[config.mk]
export PLATFORM = sky130hd
export DESIGN_NAME = key_event_queue_flat
export DESIGN_NICKNAME = d
export VERILOG_FILES = /design/src/rtl/key_event_if.sv /design/src/rtl/key_event_queue.sv /design/src/flat_wrapper.sv
export SDC_FILE = /design/constraint.sdc
export NUM_CORES = 1
export LEC_CHECK = 0
export ABC_AREA = 1
export BUFFER_PORTS_ARGS = -buffer_cell sky130_fd_sc_hd__buf_2
export CAP_MARGIN = 10
export CORE_UTILIZATION = 35
export CTS_CLUSTER_SIZE = 20
export DETAILED_ROUTE_END_ITERATION = 12
export PLACE_DENSITY_LB_ADDON = 0.05
export SETUP_SLACK_MARGIN = 0.2
export SYNTH_ARGS = -nofsm -noshare
export SYNTH_HDL_FRONTEND = slang
export SYNTH_SLANG_ARGS = --single-unit
[constraint.sdc]
create_clock -name clk -period 2.1 [get_ports clk]
set_clock_uncertainty 0.05 [all_clocks]
set_input_delay 0.525 -clock clk [delete_from_list [all_inputs] [get_ports clk]]
set_output_delay 0.525 -clock clk [all_outputs]
set_load 0.02 [all_outputs]
[src/rtl/key_event_if.sv]
// key_event_if
// Groups the key event queue's producer/consumer signals into one bundle.
//   key_pulse  one-cycle key pulses, bit i = key i (producer -> queue)
//   evt_ready  consumer accepts the head event this cycle
//   clr_flags  synchronous clear of the sticky flags
//   evt_valid  head event present
//   evt_code   key index 0..6 of the head event (0 while empty)
//   evt_level  number of queued events, 0..DEPTH
//   evt_ovf    sticky: an event was lost because the queue was full
//   evt_coll   sticky: two or more key_pulse bits were high in one cycle
// The master modport is the environment side (key detector plus consumer),
// the slave modport is the queue itself.
interface key_event_if #(
  parameter int unsigned LW = 3
) ();

  logic [6:0]    key_pulse;
  logic          evt_ready;
  logic          clr_flags;
  logic          evt_valid;
  logic [2:0]    evt_code;
  logic [LW-1:0] evt_level;
  logic          evt_ovf;
  logic          evt_coll;

  modport master (
    output key_pulse,
    output evt_ready,
    output clr_flags,
    input  evt_valid,
    input  evt_code,
    input  evt_level,
    input  evt_ovf,
    input  evt_coll
  );

  modport slave (
    input  key_pulse,
    input  evt_ready,
    input  clr_flags,
    output evt_valid,
    output evt_code,
    output evt_level,
    output evt_ovf,
    output evt_coll
  );

endinterface

[src/rtl/key_event_queue.sv]
// key_event_queue
// Turns one-cycle key pulses into 3-bit key codes and queues them in a small
// FIFO for a consumer with a valid/ready handshake.
//
// Parameters
//   DEPTH  FIFO entries, power of two in 2..16
//   LW     width of evt_level, clog2(DEPTH)+1
// Ports
//   clk    system clock, all state updates on its rising edge
//   rst_n  asynchronous active-low reset
//   bus    key_event_if slave modport (key_pulse, evt_ready, clr_flags in;
//          evt_valid, evt_code, evt_level, evt_ovf, evt_coll out)
//
// Behaviour summary
//   - Any key_pulse bit high forms one event whose code is the lowest set
//     bit; extra bits are discarded and flagged in evt_coll.
//   - The event is written on the same edge it is sampled and appears on
//     evt_valid/evt_code after that edge; there is no bypass path.
//   - A pop (evt_valid & evt_ready) and a push on the same edge keep the
//     level unchanged, including when the queue is full.
//   - A push into a full queue without a pop is dropped and sets evt_ovf.
//   - Sticky flags clear on clr_flags unless a new event sets them in the
//     same cycle.
module key_event_queue #(
  parameter int unsigned DEPTH = 4,
  parameter int unsigned LW    = 3
) (
  input  logic       clk,
  input  logic       rst_n,
  key_event_if.slave bus
);

  localparam int unsigned   PW        = (DEPTH > 1) ? $clog2(DEPTH) : 1;
  localparam logic [LW-1:0] LevelFull = LW'(DEPTH);

  // Storage; contents are only observed through a valid head, so no reset.
  logic [2:0]    mem_q [DEPTH];

  logic [PW-1:0] wr_ptr_q, wr_ptr_d;
  logic [PW-1:0] rd_ptr_q, rd_ptr_d;
  logic [LW-1:0] level_q, level_d;
  logic          ovf_q, ovf_d;
  logic          coll_q, coll_d;

  logic          push_req;
  logic          multi_hit;
  logic [2:0]    push_code;
  logic          empty;
  logic          full;
  logic          pop_en;
  logic          push_en;
  logic          ovf_hit;

  // Lowest set bit wins; scanning downwards leaves the lowest index last.
  always_comb begin
    push_code = 3'd0;
    for (int i = 6; i >= 0; i--) begin
      if (bus.key_pulse[i]) begin
        push_code = 3'(i);
      end
    end
  end

  assign push_req  = |bus.key_pulse;
  // x & (x-1) clears the lowest set bit; anything left means 2+ bits were set.
  assign multi_hit = (bus.key_pulse & (bus.key_pulse - 7'd1)) != 7'd0;

  assign empty   = (level_q == '0);
  assign full    = (level_q == LevelFull);
  assign pop_en  = !empty && bus.evt_ready;
  // A pop on the same edge frees the head slot, so a full queue still accepts.
  assign push_en = push_req && (!full || pop_en);
  assign ovf_hit = push_req && full && !pop_en;

  always_comb begin
    wr_ptr_d = wr_ptr_q;
    rd_ptr_d = rd_ptr_q;
    level_d  = level_q;

    if (push_en) begin
      wr_ptr_d = wr_ptr_q + PW'(1);
    end
    if (pop_en) begin
      rd_ptr_d = rd_ptr_q + PW'(1);
    end

    unique case ({push_en, pop_en})
      2'b10:   level_d = level_q + LW'(1);
      2'b01:   level_d = level_q - LW'(1);
      default: level_d = level_q;
    endcase

    // Setting takes priority over clearing.
    ovf_d  = ovf_hit   | (ovf_q  & ~bus.clr_flags);
    coll_d = multi_hit | (coll_q & ~bus.clr_flags);
  end

  always_ff @(posedge clk or negedge rst_n) begin
    if (!rst_n) begin
      wr_ptr_q <= '0;
      rd_ptr_q <= '0;
      level_q  <= '0;
      ovf_q    <= 1'b0;
      coll_q   <= 1'b0;
    end else begin
      wr_ptr_q <= wr_ptr_d;
      rd_ptr_q <= rd_ptr_d;
      level_q  <= level_d;
      ovf_q    <= ovf_d;
      coll_q   <= coll_d;
    end
  end

  // When full, wr_ptr equals rd_ptr; a push+pop then overwrites the head that
  // is leaving on this same edge, which is the intended behaviour.
  always_ff @(posedge clk) begin
    if (push_en) begin
      mem_q[wr_ptr_q] <= push_code;
    end
  end

  // Valid is derived from the registered level so reset drops it at once.
  assign bus.evt_valid = !empty;
  assign bus.evt_code  = empty ? 3'd0 : mem_q[rd_ptr_q];
  assign bus.evt_level = level_q;
  assign bus.evt_ovf   = ovf_q;
  assign bus.evt_coll  = coll_q;

endmodule

[src/flat_wrapper.sv]
// flat-port wrapper written by rule: the top's interface ports become plain ports
module key_event_queue_flat 
#(
  parameter int unsigned DEPTH = 4,
  parameter int unsigned LW    = 3
)
  (clk, rst_n, bus_key_pulse, bus_evt_ready, bus_clr_flags, bus_evt_valid, bus_evt_code, bus_evt_level, bus_evt_ovf, bus_evt_coll);
  key_event_if #(.LW(LW)) bus_i ();
  input  logic clk;
  input  logic rst_n;
  input wire logic [$bits(bus_i.key_pulse)-1:0] bus_key_pulse;
  input wire logic [$bits(bus_i.evt_ready)-1:0] bus_evt_ready;
  input wire logic [$bits(bus_i.clr_flags)-1:0] bus_clr_flags;
  output wire logic [$bits(bus_i.evt_valid)-1:0] bus_evt_valid;
  output wire logic [$bits(bus_i.evt_code)-1:0] bus_evt_code;
  output wire logic [$bits(bus_i.evt_level)-1:0] bus_evt_level;
  output wire logic [$bits(bus_i.evt_ovf)-1:0] bus_evt_ovf;
  output wire logic [$bits(bus_i.evt_coll)-1:0] bus_evt_coll;
  assign bus_i.key_pulse = bus_key_pulse;
  assign bus_i.evt_ready = bus_evt_ready;
  assign bus_i.clr_flags = bus_clr_flags;
  assign bus_evt_valid = bus_i.evt_valid;
  assign bus_evt_code = bus_i.evt_code;
  assign bus_evt_level = bus_i.evt_level;
  assign bus_evt_ovf = bus_i.evt_ovf;
  assign bus_evt_coll = bus_i.evt_coll;
  key_event_queue #(.DEPTH(DEPTH), .LW(LW)) u_core (.clk(clk), .rst_n(rst_n), .bus(bus_i));
endmodule
# --- After elaboration in Yosys (flattened, before gate mapping) ---
# Memory sizes are Yosys's and may differ from the RTL's.
# Index checks and enable logic that the tools add are counted.
op_classes:
  n_bitwise: 6
  reduce_logical: 12
  add_sub_neg: 5
  mux: 11
  eq_ne: 3
op_table:
  columns: ["op", "n"]
  rows:
  - ["$mux 3", 8]
  - ["$and 7x7->7", 1]
  - ["$reduce_bool 7->1", 1]
  - ["$reduce_or 7->1", 1]
  - ["$sub 7x1->7 const B", 1]
  - ["$pmux 3 s2", 1]
  - ["$add 2x1->2 const B", 2]
  - ["$logic_and 1x1->1", 4]
  - ["$add 3x1->3 const B", 1]
  - ["$eq 3x3->1 const B", 1]
  - ["$logic_not 1->1", 3]
  - ["$logic_not 3->1", 1]
  - ["$sub 3x1->3 const B", 1]
  - ["$and 1x1->1", 2]
  - ["$eq 2x1->1 const B", 1]
  - ["$eq 2x2->1 const B", 1]
  - ["$mux 1", 2]
  - ["$or 1x1->1", 2]
  - ["$reduce_bool 2->1", 1]
  - ["$logic_or 1x1->1", 1]
  - ["$not 1->1", 1]
totals:
  n_memories: 1
  register_bits: 9
  in_bits: 11
  elab_cells: 43
  output_inout_bits: 9
  mem_bits_rw: 12
memory_table:
  columns: ["memory", "words", "width", "rd", "rd_clocked_by_memory_dff", "write_ports", "line_no", "rtl"]
  rows:
  - ["u_core.mem_q", 4, 3, 1, 0, 1, "key_event_queue.sv:37", "logic [2:0] mem_q [DEPTH];"]

# --- Depth between registers and ports, before layout ---
depth:
  ltp_word: 7
  depth_mapped: 10
  mapped_depth_nobuf: 10

# --- Worst setup path after synthesis ---
# Ideal clock, no wire load.
synth_path:
  path_kind: "register to register"
  startpoint: "reg u_core.level_q[0] (netlist: u_core.bus.evt_level[0])"
  endpoint: "reg u_core.level_q[2] (netlist: u_core.bus.evt_level[2])"
  setup_ns: 0.079
  t_required_ns: 1.971
  path_slack_ns: 0.034
  arrival_ns: 1.937
  stages_incl_launch_ff: 11
  period_less_slack_ns: 2.066
  path_buffers: 0
  cell_sequence: "dfrtp_1 > nor2_1 > nand2_1 > nand2_1 > inv_1 > ha_1 > inv_1 > fa_1 > or2_0 > nand2_1 > xor2_1"
synth_via:
  elab_chain_len: 7
  elab_cells_between_ends: 13
  cone_classes: "add/sub (2); eq/ne (3); mux (1); reduce/logical (7)"
synth_lines:
  columns: ["item", "line_no", "rtl"]
  rows:
  - ["start, declared", "key_event_queue.sv:41", "logic [LW-1:0] level_q, level_d;"]
  - ["start signal, assigned", "key_event_queue.sv:108", "level_q <= level_d;"]
  - ["$logic_not 3->1 *", "key_event_queue.sv:68", "assign empty = (level_q == '0);"]
  - ["$logic_not 1->1 *", null, null]
  - ["net bus_evt_valid", "flat_wrapper.sv:14", "output wire logic [$bits(bus_i.evt_valid)-1:0] bus_evt_valid;"]
  - ["$logic_and 1x1->1 *", "key_event_queue.sv:70", "assign pop_en = !empty && bus.evt_ready;"]
  - ["net u_core.pop_en", "key_event_queue.sv:50", "logic pop_en;"]
  - ["$logic_or 1x1->1", "key_event_queue.sv:72", "assign push_en = push_req && (!full || pop_en);"]
  - ["$logic_and 1x1->1", "key_event_queue.sv:72", null]
  - ["$eq 2x1->1 / $eq 2x2->1 (equally long branches)", "key_event_queue.sv:87", "unique case ({push_en, pop_en})"]
  - ["$pmux 3 s2 / $reduce_bool 2->1 (equally long branches)", null, null]
# The timed path passes the listed nets; every way through them passes the cells marked *.
# A chain may end at the register's enable or synchronous reset.

# --- Final worst setup path ---
layout_path:
  startpoint: "reg u_core.rd_ptr_q[0]"
  endpoint: "out bus_evt_code[0]"
layout_via:
  elab_chain_len: 2
layout_lines:
  columns: ["item", "line_no", "rtl"]
  rows:
  - ["start, declared", "key_event_queue.sv:40", "logic [PW-1:0] rd_ptr_q, rd_ptr_d;"]
  - ["start signal, assigned", "key_event_queue.sv:107", "rd_ptr_q <= rd_ptr_d;"]
  - ["$mem_v2 4x3", null, null]
  - ["$mux 3", "key_event_queue.sv:124", "assign bus.evt_code = empty ? 3'd0 : mem_q[rd_ptr_q];"]
  - ["end, declared", "flat_wrapper.sv:15", "output wire logic [$bits(bus_i.evt_code)-1:0] bus_evt_code;"]
# Every way passes these cells.

==> metrics.md <==
| Metric | Value |
|---|---|
| Slew @ Worst Pin | about 0.32 ns |
| Prevailing post-synth register cell | edfxtp_1 |
| ANT nets after route | 0 |
| CP Launch Type | register |
| Crit path DAT | around 1.3 ns |
| Syn Inst Count | roughly 130 |
| Fin cells | 199 |
| Antenna violations before repair | 0 |
| Inst Count DP | between 150 and 200 |
| PwrDens | around 1300 nW/um^2 |
| Async SR Flop Fraction | 42.86% |
| Setup repair after global routing missed its margin | yes |
| Cell taking the most area after synthesis | edfxtp_1 |
| Yosys reg bits | 21 |
| Routability Congestion | approximately 0.77 |
| Top post-synthesis cells by area | edfxtp_1 32%, dfrtp_1 20%, nor2_1 7.6% |
| Number of global-route vias before repair | a little under 800 |
| FP Rows | 20 |
| # port buffers | 19 |
| CP delay by family, top | flip-flops |
| Clock Latency Late Sink | slightly below 0.3 ns |
| Total track usage | 13.66% |
| Largest net degree at the start of global routing | 12 |
| LEAKAGE | approximately 0.66 nW |
| First drt pass iteration count | 4 |
| CTS Buf Count | 3 |
| Die footprint | between 3000 and 4000 sq um |
| Layout Nets | between 150 and 200 |
| DP HPWL | approximately 1.6 mm |
| Fin. Hold Viols | 0 |
| Design area | ~1400 sq um |
| Final setup fails | 0 |
| CTS tree | built |
| Die Y | 58.88 um |
| Die X | slightly below 60 um |
| Mapped cell area | 1132 sq um |
| Clk root buf | clkbuf_4 |
| Synth unique cells | 19 |
| CTS H-tree lvls | 1 |
| Syn Area/Cell | a little over 9 sq um |
| First-pass GRT wire length | between 3 and 4 mm |
| Max incr delay on CP | about 0.47 ns |
| Max-cap check violation count | 0 |
| DRC violations left | 0 |
| Slew margin rel. | just under 80% |
| Status | completed |
| Buf/Inv on CP | 1 |
| Worst Hold Class | input port to register |
| WL/cell | ~9.9 um |
| Tmin final | 1.881 ns |
| Share of post-route cells with drive strength above 1 | about a third |
| Area grow syn2layout | 23.76% |
| Slew Limit Fails | 0 |
| Clk sinks | 21 |
| Dpl cell area | 1329 sq um |
| Most used cell, CP | nor2_1 |
| Post-synth EDFFs | 12 |
| Clock Path Buffers | 2 |
| Fmax | ~0.53 GHz |
| Setup Crit Path Kind | register to primary output |
| CP Capture Type | primary output |
| Ant. Diodes | 0 |
| Critical Path RT | roughly 1.5 ns |
| Vias per cell | 4.337 |
| Crit-path max FO | 8 |
| Top-count cell post-synth | nor2_1 |
| Synth top area share | roughly a third |
| Clock slew at reported path FFs | between 0.1 and 0.15 ns |
| Initial DRC count | 39 |
| Register area share after synthesis | 51.71% |
| Cell breakdown of the critical path | nor2_1 > nor2_1 > o21ai_1 > a21oi_1 > buf_4 |
| Core Region | 3053 sq um |
| Final worst path period share | 89.55% |
| Crit-path slowest cell | dfrtp_2 |
| Routed wire length | slightly below 2 mm |
| Post-Syn Nets | between 100 and 150 |
| Total grt overflow | 0 |
| Initial Util | a little under two fifths |
| DR vias | 863 |
| Most common library cells after synthesis | 23 x nor2_1, 21 x inv_1, 21 x nand2_1 |
| Io pins | 20 |
| YS warnings | 0 |
| Worst IR Drop VDD | 0.4560 mV |
## flip-flops by register name, indices dropped and copies added, names as in the netlist
name and flops:
u_core.bus.evt_ovf 1, u_core.bus.evt_level 3, u_core.mem_q 12, u_core.wr_ptr_q 2
u_core.bus.evt_coll 1, u_core.rd_ptr_q 2
## worst register-to-register path, cell delays in order, from the launching register on
cell     delay, ns
dfrtp_2       0.44
nor2_4        0.13
nand2_2       0.10
o21ai_4       0.07
ha_2          0.19
inv_2         0.04
fa_2          0.32
or2_0         0.21
nand2_1       0.08
xor2_1        0.13
## final timing paths
path                                         startpoint                       to  slack [ns]  depth (start not counted)
worst min register to register       u_core.bus.evt_ovf       u_core.bus.evt_ovf        0.45                          2
worst min-delay path                      bus_clr_flags       u_core.bus.evt_ovf        0.44                          4
min in group asynchronous                         rst_n  u_core.bus.evt_level[2]        0.55                          2
worst max-delay path                 u_core.rd_ptr_q[0]          bus_evt_code[0]        0.22                          5
worst max register to register  u_core.bus.evt_level[0]  u_core.bus.evt_level[2]        0.28                          9
max in group asynchronous                         rst_n  u_core.bus.evt_level[0]        1.24                          2
## repair_timing
action,4_1_cts,5_1_grt
hold buffers,0,1
setup buffers,1,0
pin swaps,1,4
resized for setup,3,16
endpoints found under the hold margin,0,7
setup endpoints to repair,4,5
## layout by cell type, fill, tap and decap left out
cell type / count
o22ai_1: 1
buf_4: 10
ha_2: 1
xor2_1: 2
edfxtp_1: 12
nor2_1: 21
fa_2: 1
dfrtp_2: 2
o21ai_4: 1
nand2_2: 3
dlygate4sd3_1: 1
buf_2: 16
nor2_4: 4
inv_2: 4
clkbuf_4: 3
clkbuf_1: 1
a21oi_1: 6
nor2_2: 1
ha_1: 4
o21ai_1: 6
nand3_1: 5
dfrtp_1: 7
or2_0: 1
inv_4: 1
inv_1: 17
nand2_4: 2
o21ai_0: 3
nand2_1: 18
xnor2_1: 1
## stage by stage
stage                     util, %  hold WS [ns]  setup slack, ns    TNS, ns  power (mW)
after global routing        45.90        0.4361           0.1037          0       1.977
after CTS                   44.84      0.005419           0.1834          0       1.754
final                       45.90        0.4437           0.2194          0       1.794
after floorplan                 -        0.1794          0.09429          0       1.288
after global placement      43.52        0.3463          0.03156          0       1.517
after detailed placement    43.52        0.3486        -0.002702  -0.002702       1.528
## routing by layer
layer | up-vias | global-route usage (%) | part of all wire (%)
li1 | 452 | - | -
met4 | 0 | 6.122 | 0.71
met2 | 18 | 20.94 | 47
met5 | - | 0 | 0
met3 | 2 | 1.978 | 3.8
met1 | 391 | 19.18 | 48
## final cells by class
cell class / count / area [sq um]
fillers: 327 / 1652
flip-flops and latches: 21 / 588.1
multi-input cells: 81 / 481.7
repair buffers: 27 / 165.2
inverters: 22 / 85.08
well taps: 44 / 55.05
clock buffers: 4 / 26.28
## where the power goes
| part | internal (mW) | total, mW | switching, mW |
|---|---|---|---|
| Combinational | 0.351 | 0.877 | 0.527 |
| Sequential | 0.623 | 0.733 | 0.110 |
| Clock | 0.0737 | 0.184 | 0.110 |
## cell families after synthesis
kind of cell             after synthesis  share of synthesized area, %
AND/OR/NAND/NOR                       55                         22.32
XOR/XNOR                               3                         2.321
AO/OA/AOI/OAI                         17                         8.619
adder cells (fa/ha/maj)                6                         7.293
buffers and inverters                 23                         7.734
flip-flops                            21                         51.71
(Power assumes the default switching activity.)
